[src/rtl/jtag_tap_param.sv]
// IEEE 1149.1 TAP: 16-state FSM, IR, BYPASS/IDCODE/USER data registers.
// Ports: tck/trst(sync, high)/enable, tms/tdi/tdo/tdo_en, state, ir,
// abort_pulse, user_dr_in/out/update. Macro JTAG_USER_DR_EN adds USER DR.
module jtag_tap_param #(
  parameter int IR_WIDTH = 4,
  parameter logic [31:0] IDCODE_VALUE = 32'h000FAF01,
  parameter int USER_DR_WIDTH = 8,
  parameter logic [IR_WIDTH-1:0] IR_IDCODE = IR_WIDTH'(4'b1110),
  parameter logic [IR_WIDTH-1:0] IR_ABORT = IR_WIDTH'(4'b1000),
  parameter logic [IR_WIDTH-1:0] IR_USER = IR_WIDTH'(4'b1010)
) (
  input  logic tck,
  input  logic trst,
  input  logic enable,
  input  logic tms,
  input  logic tdi,
  output logic tdo,
  output logic tdo_en,
  output logic [3:0] state,
  output logic [IR_WIDTH-1:0] ir,
  output logic abort_pulse,
  input  logic [USER_DR_WIDTH-1:0] user_dr_in,
  output logic [USER_DR_WIDTH-1:0] user_dr_out,
  output logic user_dr_update
);

  localparam int DRW = (USER_DR_WIDTH > 32) ? USER_DR_WIDTH : 32;

  typedef enum logic [3:0] {
    TLR, RTI, SEL_DR, SEL_IR,
    CAP_DR, CAP_IR, SH_DR, SH_IR,
    EX1_DR, EX1_IR, PAU_DR, PAU_IR,
    EX2_DR, EX2_IR, UPD_DR, UPD_IR
  } tap_e;

  tap_e st;
  tap_e st_nxt;
  logic [IR_WIDTH-1:0] ir_shift;
  logic [DRW-1:0] dr_shift;
  logic [DRW-1:0] dr_nxt;
  logic bypass;
  logic sel_id;
  logic sel_user;

  assign state = st;
  assign sel_id = (ir == IR_IDCODE);

`ifdef JTAG_USER_DR_EN
  logic [USER_DR_WIDTH-1:0] user_q;
  logic upd_q;
  assign sel_user = (ir == IR_USER) && !sel_id;
  assign user_dr_out = user_q;
  assign user_dr_update = upd_q;
`else
  assign sel_user = 1'b0;
  assign user_dr_out = '0;
  assign user_dr_update = 1'b0;
`endif

  always_comb begin
    st_nxt = st;
    unique case (st)
      TLR:    st_nxt = tms ? TLR    : RTI;
      RTI:    st_nxt = tms ? SEL_DR : RTI;
      SEL_DR: st_nxt = tms ? SEL_IR : CAP_DR;
      SEL_IR: st_nxt = tms ? TLR    : CAP_IR;
      CAP_DR: st_nxt = tms ? EX1_DR : SH_DR;
      CAP_IR: st_nxt = tms ? EX1_IR : SH_IR;
      SH_DR:  st_nxt = tms ? EX1_DR : SH_DR;
      SH_IR:  st_nxt = tms ? EX1_IR : SH_IR;
      EX1_DR: st_nxt = tms ? UPD_DR : PAU_DR;
      EX1_IR: st_nxt = tms ? UPD_IR : PAU_IR;
      PAU_DR: st_nxt = tms ? EX2_DR : PAU_DR;
      PAU_IR: st_nxt = tms ? EX2_IR : PAU_IR;
      EX2_DR: st_nxt = tms ? UPD_DR : SH_DR;
      EX2_IR: st_nxt = tms ? UPD_IR : SH_IR;
      UPD_DR: st_nxt = tms ? SEL_DR : RTI;
      UPD_IR: st_nxt = tms ? SEL_DR : RTI;
      default: st_nxt = TLR;
    endcase
  end

  // Shared DR: tdi enters at the MSB of the selected register's width;
  // bits above that width are don't-care.
  always_comb begin
    dr_nxt = dr_shift >> 1;
    if (sel_user) dr_nxt[USER_DR_WIDTH-1] = tdi;
    else dr_nxt[31] = tdi;
  end

  always_comb begin
    tdo_en = (st == SH_DR) || (st == SH_IR);
    tdo = 1'b0;
    if (st == SH_IR) tdo = ir_shift[0];
    else if (st == SH_DR) tdo = (sel_id || sel_user) ? dr_shift[0] : bypass;
  end

  always_ff @(posedge tck) begin
    if (trst) begin
      st <= TLR;
      ir <= IR_IDCODE;
      ir_shift <= '0;
      dr_shift <= '0;
      bypass <= 1'b0;
      abort_pulse <= 1'b0;
`ifdef JTAG_USER_DR_EN
      user_q <= '0;
      upd_q <= 1'b0;
`endif
    end else begin
      abort_pulse <= 1'b0;
`ifdef JTAG_USER_DR_EN
      upd_q <= 1'b0;
`endif
      if (enable) begin
        st <= st_nxt;
        case (st)
          CAP_IR: ir_shift <= IR_WIDTH'(2'b01);
          SH_IR: ir_shift <= {tdi, ir_shift[IR_WIDTH-1:1]};
          UPD_IR: ir <= ir_shift;
          CAP_DR: begin
            bypass <= 1'b0;
            if (sel_id) dr_shift <= DRW'(IDCODE_VALUE);
            else if (sel_user) dr_shift <= DRW'(user_dr_in);
          end
          SH_DR: begin
            if (sel_id || sel_user) dr_shift <= dr_nxt;
            else bypass <= tdi;
          end
          UPD_DR: begin
            abort_pulse <= (ir == IR_ABORT);
`ifdef JTAG_USER_DR_EN
            if (sel_user) begin
              user_q <= dr_shift[USER_DR_WIDTH-1:0];
              upd_q <= 1'b1;
            end
`endif
          end
          default: ;
        endcase
        // Forcing on entry keeps ir at IDCODE the moment TLR is reached.
        if (st_nxt == TLR) ir <= IR_IDCODE;
      end
    end
  end

endmodule

[config.mk]
export PLATFORM = sky130hd
export DESIGN_NAME = jtag_tap_param
export DESIGN_NICKNAME = d
export VERILOG_FILES = /design/src/rtl/jtag_tap_param.sv
export SDC_FILE = /design/constraint.sdc
export NUM_CORES = 1
export LEC_CHECK = 0
export CORE_MARGIN = 1
export CORE_UTILIZATION = 55
export CTS_CLUSTER_DIAMETER = 50
export DETAILED_ROUTE_END_ITERATION = 8
export PLACE_DENSITY_LB_ADDON = 0.05
export SYNTH_ARGS = -nofsm -noshare
export SYNTH_HDL_FRONTEND = slang
export SYNTH_SLANG_ARGS = --single-unit
[constraint.sdc]
create_clock -name tck -period 2.3 [get_ports tck]
set_input_delay 0.46 -clock tck [delete_from_list [all_inputs] [get_ports tck]]
set_output_delay 0.46 -clock tck [all_outputs]
set_load 0.03 [all_outputs]
==> results.json, run 1 <==
{
  "outcome": "finished, final reports clean",
  "drt-pass1-iter-count": 4,
  "path_max_fanout": 2,
  "number_of_global_route_vias_before_repair": 1682,
  "hold_viol": 0,
  "post_synth_and_or_nand_nor_area_fraction_pct": 24.6,
  "crit_path_start_kind": "register",
  "sequential_fraction_of_the_synthesis_area_pct": 42.6,
  "core_area_um2": 3720,
  "cts_repair_resize_count": 1,
  "ir_worst_vdd_v": 0.000405,
  "floorplan.initialDensity_pct": 58.2,
  "yosys.cell_count.top_type": "sky130_fd_sc_hd__dfxtp_1",
  "async_flop_share_pct": 0,
  "clkSlewWorstSetupHoldPaths_ps": 80,
  "synth.yosys.warnings": 0,
  "synth_top_flop_cell": "sky130_fd_sc_hd__dfxtp_1",
  "yosys.area_share.adder_pct": 0,
  "drt_drc_violations_left": 0,
  "synth-compound-area-share_pct": 20.0,
  "max_slew_violation_count": 0,
  "reg2regPathDepth": 4,
  "nFillCells": 336,
  "antennaDiodeCount": 0,
  "cap_violations": 0,
  "gr-usage-met3_pct": 4.75,
  "synthDominantCellAreaShare_pct": 42.6,
  "finalWeightedCongestion": 0.772,
  "hold_slack_ps": 467,
  "dp_slack_ps": 248,
  "hold-path-cell-count": 2,
  "dp_cells": 304,
  "synth_top_family_by_area": "simple AND/OR/NAND/NOR gates",
  "worst_hold_startpoint": "dr_shift[4]",
  "r2r_start": "state[0]",
  "cts_sinks": 46,
  "timing.final.ws_setup_ps": 182,
  "min-delay-path-class": "reg -> reg",
  "synth_area_per_cell_um2": 8.38,
  "design.die.area_um2": 4190,
  "fmaxAchievable_mhz": 472,
  "synth-xor-area-share_pct": 1.21,
  "design.portCount": 33,
  "netlist_area_um2": 2160,
  "groute.layer.met2.usage_pct": 37.8,
  "setup_viol_count_final": 0,
  "timing.critical_path.arrival_ps": 1660,
  "r2r-end": "dr_shift[18]",
  "avgViaCountPerCell": 6.16,
  "synth.ff_latch_count": 46,
  "num-nets-final": 276,
  "detailedRoute.firstIterationViolations": 114,
  "postRouteWirelength_mm": 4.56,
  "synth_top_cell_by_area": "sky130_fd_sc_hd__dfxtp_1",
  "grt_start_max_net_pins": 38,
  "overall_die_width_um": 64.7,
  "numCtsBuffers": 5,
  "port_bufs": 15,
  "synth_commonest_cells": "46 x sky130_fd_sc_hd__dfxtp_1, 36 x sky130_fd_sc_hd__a21oi_1, 22 x sky130_fd_sc_hd__nand4_1, 22 x sky130_fd_sc_hd__o21ai_0, 18 x sky130_fd_sc_hd__nor3_1",
  "grt_antenna_before_repair": 0,
  "groute.usage.overall_pct": 22.9,
  "yosys-top-cells-area": "sky130_fd_sc_hd__dfxtp_1 43%, sky130_fd_sc_hd__a21oi_1 8.3%, sky130_fd_sc_hd__nand4_1 6.4%",
  "power_per_cell_area_nw_per_um2": 622,
  "grt_setup_unrepaired": "no",
  "detail_route.wl_per_cell_um": 14.6,
  "crit_path_end_kind": "primary output",
  "global_route_wire_length_before_repair_mm": 7.60,
  "min_period_over_period_pct": 92.1,
  "p_leak_nw": 0.773,
  "busiest_layer": "met2",
  "die-height_um": 64.7,
  "clockRootBuffer": "sky130_fd_sc_hd__clkbuf_8",
  "post_cts.repair.setup_buffers": 0,
  "ctsHoldBuffers": 0,
  "area_growth_syn_to_fin_pct": 11.2,
  "cts_htree_levels": 2,
  "detailed_place_hpwl_mm": 2.87,
  "maximum_single_stage_delay_on_the_critical_path_ps": 360,
  "dr_total_vias": 1923,
  "period_needed_ps": 2120,
  "setup_tns_ps": 0,
  "cts_tree": "built",
  "post_route_cells_drive_above_1_share_pct": 9.85,
  "syn_inst": 258,
  "met1_demand_to_capacity_share_in_global_routing_pct": 30.8,
  "min_to": "dr_shift[3]",
  "clock_insertion_delay_worst_skew_ps": 290,
  "cts-root-to-sink-buffers": 2,
  "placement_rows": 22,
  "multiplexer_fraction_of_the_synthesized_cell_area_pct": 0.521,
  "crit_path_top_delay_cell": "sky130_fd_sc_hd__mux2_2",
  "fin_cells": 312,
  "postRouteAntennaNets": 0,
  "synth_edf_count": 0,
  "post_synth_num_cell_types": 38,
  "critical_path_cell_by_cell": "nand4b_1 > mux2_2 > o211a_1 > dlygate4sd2_1",
  "critical_path_required_ps": 1840,
  "clock-skew-final_ps": 7.21,
  "critical_path_class": "reg -> out",
  "total_congestion_overflow": 0,
  "reg2reg_setup_slack_ps": 650
}
[cells by family (layout without fill, tap and decap cells)]
| family | Yosys count | after routing |
|---|---|---|
| other | 1 | 9 |
| DFF | 46 | 46 |
| muxes | 1 | 1 |
| xor gates and xnor gates | 3 | 3 |
| AOI/OAI and AO/OA | 75 | 75 |
| buffers and inverters | 44 | 42 |
| and+or+nand+nor | 88 | 88 |
[per-layer routing]
metal  up-vias  wire [um]  share of wire (%)
met5         -          0                  0
met4         0         27               0.59
met3         5        181                4.0
met2        49       2170                 48
met1       910       2180                 48
li1        959          -                  -
[worst max-delay path by stage]
stage	depth (start not counted)	endpoint	startpoint	slack [ps]
4_1_cts	4	tdo	ir[0]	170
3_3_place_gp	4	tdo	ir[0]	250
5_1_grt	4	tdo	ir[0]	110
6_report	4	tdo	ir[0]	180
3_5_place_dp	4	tdo	ir[0]	250
2_1_floorplan	4	tdo	state[1]	170
[state kept, by name, indices dropped and copies added, names as in the netlist]
name and flops:
abort_pulse 1, bypass 1, ir 4, ir_shift 4
dr_shift 32, state 4
[worst max-delay path, delay by kind of cell (launching register included)]
kind	cells	cell delay, ps
mux	1	360
buf+inv	1	350
flops	1	330
compound gates	1	210
simple gates	1	130
[report_power, final]
part           internal [W]  leakage [nW]  total, W  switching [W]
clock              0.000304        0.0575  0.000562       0.000259
combinational     0.0000412         0.344  0.000124      0.0000829
sequential         0.000803         0.371  0.000811     0.00000723
[area by class of cell]
| class | instances | area, um^2 | share of cell area (%) |
|---|---|---|---|
| clock buffers | 8 | 110 | 4.58 |
| well taps | 48 | 60.1 | 2.50 |
| inverters | 4 | 15.0 | 0.624 |
| flip-flops and latches | 46 | 921 | 38.3 |
| repair buffers | 30 | 262 | 10.9 |
| multi-input cells | 176 | 1040 | 43.1 |
[layout by cell type, fill, tap and decap left out, drive strengths merged]
| cell type | instances |
|---|---|
| nor2 | 7 |
| a41oi | 2 |
| nor3b | 1 |
| nor4 | 12 |
| a21oi | 36 |
| nand4bb | 2 |
| or3b | 1 |
| buf | 15 |
| and4 | 2 |
| a311o | 1 |
| o211a | 1 |
| nand4 | 22 |
| and4b | 2 |
| nand4b | 2 |
| dlygate4sd2 | 1 |
| o21ai | 22 |
| o221ai | 2 |
| conb | 9 |
| and4bb | 2 |
| a31oi | 2 |
| a2bb2o | 1 |
| nand2b | 1 |
| a2bb2oi | 1 |
| clkbuf | 8 |
| a211oi | 3 |
| a311oi | 3 |
| dfxtp | 46 |
| nor3 | 18 |
| or4b | 1 |
| nand3 | 7 |
| nand3b | 1 |
| inv | 4 |
| mux2 | 1 |
| nand2 | 7 |
| a21boi | 1 |
| xnor2 | 3 |
| clkdlybuf4s50 | 14 |
[metrics by stage]
step / area (um^2) / power, W / util [%]
floorplan: 2190 / 0.000934 / -
global placement: 2300 / 0.000948 / 61.8
detailed placement: 2300 / 0.000952 / 61.8
CTS: 2400 / 0.00151 / 64.7
global route: 2400 / 0.00155 / 64.7
finish: 2400 / 0.00150 / 64.7
Note: power is estimated with default switching activity, not from simulation.
==> run 2: changes to the inputs <==
--- a/config.mk
+++ b/config.mk
@@ -7,6 +7,7 @@
 export LEC_CHECK = 0
 export CORE_MARGIN = 1
 export CORE_UTILIZATION = 55
+export CTS_BUF_LIST = sky130_fd_sc_hd__clkbuf_8
 export CTS_CLUSTER_DIAMETER = 50
 export DETAILED_ROUTE_END_ITERATION = 8
 export PLACE_DENSITY_LB_ADDON = 0.05
==> results of run 2 <==
Final layout, timing and power as in run 1 (identical DEF).
==> run 3: changes to the inputs <==
--- a/config.mk
+++ b/config.mk
@@ -5,8 +5,9 @@
 export SDC_FILE = /design/constraint.sdc
 export NUM_CORES = 1
 export LEC_CHECK = 0
+export CAP_MARGIN = 20
 export CORE_MARGIN = 1
-export CORE_UTILIZATION = 55
+export CORE_UTILIZATION = 50
 export CTS_BUF_LIST = sky130_fd_sc_hd__clkbuf_8
 export CTS_CLUSTER_DIAMETER = 50
 export DETAILED_ROUTE_END_ITERATION = 8
==> constraint.sdc (replaced) <==
create_clock -name tck -period 1.9 [get_ports tck]
set_input_delay 0.38 -clock tck [delete_from_list [all_inputs] [get_ports tck]]
set_output_delay 0.38 -clock tck [all_outputs]
set_load 0.03 [all_outputs]
==> run 3 against run 2 <==
- global-route usage fell by 0.64 points
- utilization decreased by 4.5 points
- wire length grew 0.90%
- critical path depth is the same
- sequential cell count did not move
- cell area up 2.4%
- clock power rose by 31%
- sequential power grew 21%
- critical endpoint unchanged
- largest cell class unchanged
- highest routed layer unchanged
==> results.json, run 3 (synthesis results as in run 1) <==
{
  "outcome": "finished, final reports clean",
  "critical_path_class": "reg -> out",
  "ctsHoldBuffers": 0,
  "regArea_um2": 921,
  "clock_insertion_delay_worst_skew_ps": 300,
  "crit_path_start_kind": "register",
  "cap_violations": 0,
  "hold_viol": 0,
  "number_of_global_route_vias_before_repair": 1693,
  "max_reg_flops": 32,
  "reg2reg_setup_slack_ps": 330,
  "total_congestion_overflow": 0,
  "power_per_cell_area_nw_per_um2": 763,
  "registers.top_by_ff_count": "dr_shift",
  "numCtsBuffers": 5,
  "clockRootBuffer": "sky130_fd_sc_hd__clkbuf_8",
  "avgViaCountPerCell": 5.91,
  "design.portCount": 33,
  "postRouteWirelength_mm": 4.60,
  "detail_route.wl_per_cell_um": 14.4,
  "critPathLaunch": "ir[0]",
  "crit_path_end_kind": "primary output",
  "final_common_cell": "sky130_fd_sc_hd__dfxtp_1",
  "min-delay-path-class": "reg -> reg",
  "crit_path_top_delay_cell": "sky130_fd_sc_hd__mux2_2",
  "core_area_um2": 4090,
  "reg2regPathDepth": 4,
  "ir_worst_vdd_v": 0.000464,
  "r2r-end": "dr_shift[0]",
  "antennaDiodeCount": 0,
  "die-height_um": 67.8,
  "worstPathBufferInverterCount": 1,
  "postRouteAntennaNets": 0,
  "cp_top_family": "multiplexers",
  "cts_tree": "built",
  "groute.usage.overall_pct": 22.3,
  "floorplan.initialDensity_pct": 52.9,
  "totalPowerFinal_w": 0.00188,
  "port_bufs": 15,
  "drt-pass1-iter-count": 4,
  "critical_path_cell_by_cell": "nand4b_1 > mux2_2 > o211a_1 > buf_2",
  "cts_sinks": 46,
  "grt_start_max_net_pins": 34,
  "max_slew_violation_count": 0,
  "area_growth_syn_to_fin_pct": 13.8,
  "finalWeightedCongestion": 0.770,
  "hold_slack_ps": 467,
  "period_needed_ps": 1860,
  "min_to": "dr_shift[20]",
  "worst_hold_startpoint": "dr_shift[21]",
  "r2r_start": "state[3]",
  "setup_viol_count_final": 0,
  "design.die.area_um2": 4590,
  "clock-skew-final_ps": 6.39,
  "nFillCells": 378,
  "timing.critical_path.arrival_ps": 1480,
  "detailedRoute.firstIterationViolations": 132,
  "p_leak_nw": 0.834,
  "placement_rows": 23,
  "num-nets-final": 282,
  "path_max_fanout": 2,
  "hold-path-cell-count": 2,
  "post_route_cells_drive_above_1_share_pct": 13.0,
  "grt_setup_unrepaired": "yes",
  "cts_htree_levels": 2,
  "clkSlewWorstSetupHoldPaths_ps": 90,
  "drt_drc_violations_left": 0,
  "fmaxAchievable_mhz": 537,
  "overall_die_width_um": 67.8,
  "multi_input_comb_area_um2": 1040,
  "detailed_place_hpwl_mm": 2.89,
  "critical_path_required_ps": 1520,
  "dr_total_vias": 1890,
  "grt_antenna_before_repair": 0,
  "global_route_wire_length_before_repair_mm": 7.76,
  "cts-root-to-sink-buffers": 2,
  "min_period_over_period_pct": 97.9,
  "most-common-layout-cells": "46 x sky130_fd_sc_hd__dfxtp_1, 36 x sky130_fd_sc_hd__a21oi_1, 22 x sky130_fd_sc_hd__nand4_1, 22 x sky130_fd_sc_hd__o21ai_0, 21 x sky130_fd_sc_hd__buf_4",
  "maximum_single_stage_delay_on_the_critical_path_ps": 350
}
-- run 3: layer usage --
layer	global-route usage [%]	wire length, um
met1	32.8	2480
met4	9.38	73
met2	31.2	1940
met5	0	0
met3	4.22	103
-- run 3: worst max-delay path by stage --
stage / end / cells past startpoint
6_report: tdo / 4
3_5_place_dp: tdo / 4
5_1_grt: tdo / 4
4_1_cts: tdo / 4
2_1_floorplan: tdo / 4
3_3_place_gp: tdo / 4
-- run 3: area by class of cell --
type                       instances  share of cell area (%)
sequential                        46                    37.4
clock inverter                     3                    1.78
timing repair buffer              36                    12.7
multi-input combinational        176                    42.2
inverter                           4                   0.610
clock buffer                       5                    2.79
tap                               50                    2.54
-- run 3: worst register-to-register path, stage by stage, from the launching register on --
cell	delay, ps
sky130_fd_sc_hd__dfxtp_1	380
sky130_fd_sc_hd__buf_4	190
sky130_fd_sc_hd__nand4bb_1	480
sky130_fd_sc_hd__nor4_1	350
sky130_fd_sc_hd__nor3_1	70
-- run 3: metrics by stage --
step,util (%),instance area (um^2),TNS (ps),setup WS (ps),std cells
detailed placement,57.7,2360,-65.2,-65.2,312
global route,60.3,2460,-50.0,-50.0,320
floorplan,-,2200,0,16.0,266
CTS,60.2,2460,0,19.4,320
finish,60.3,2460,0,39.1,320
global placement,57.7,2360,-62.6,-62.6,312
-- run 3: power by group --
group | internal [W] | total [W] | switching, W
sequential | 0.000973 | 0.000979 | 0.00000669
clock | 0.000394 | 0.000736 | 0.000342
combinational | 0.0000579 | 0.000162 | 0.000105
-- run 3: timing repair --
action	4_1_cts	5_1_grt
setup buffers	0	0
endpoints found under the setup margin	4	2
resized for setup	8	1
cloned	0	0
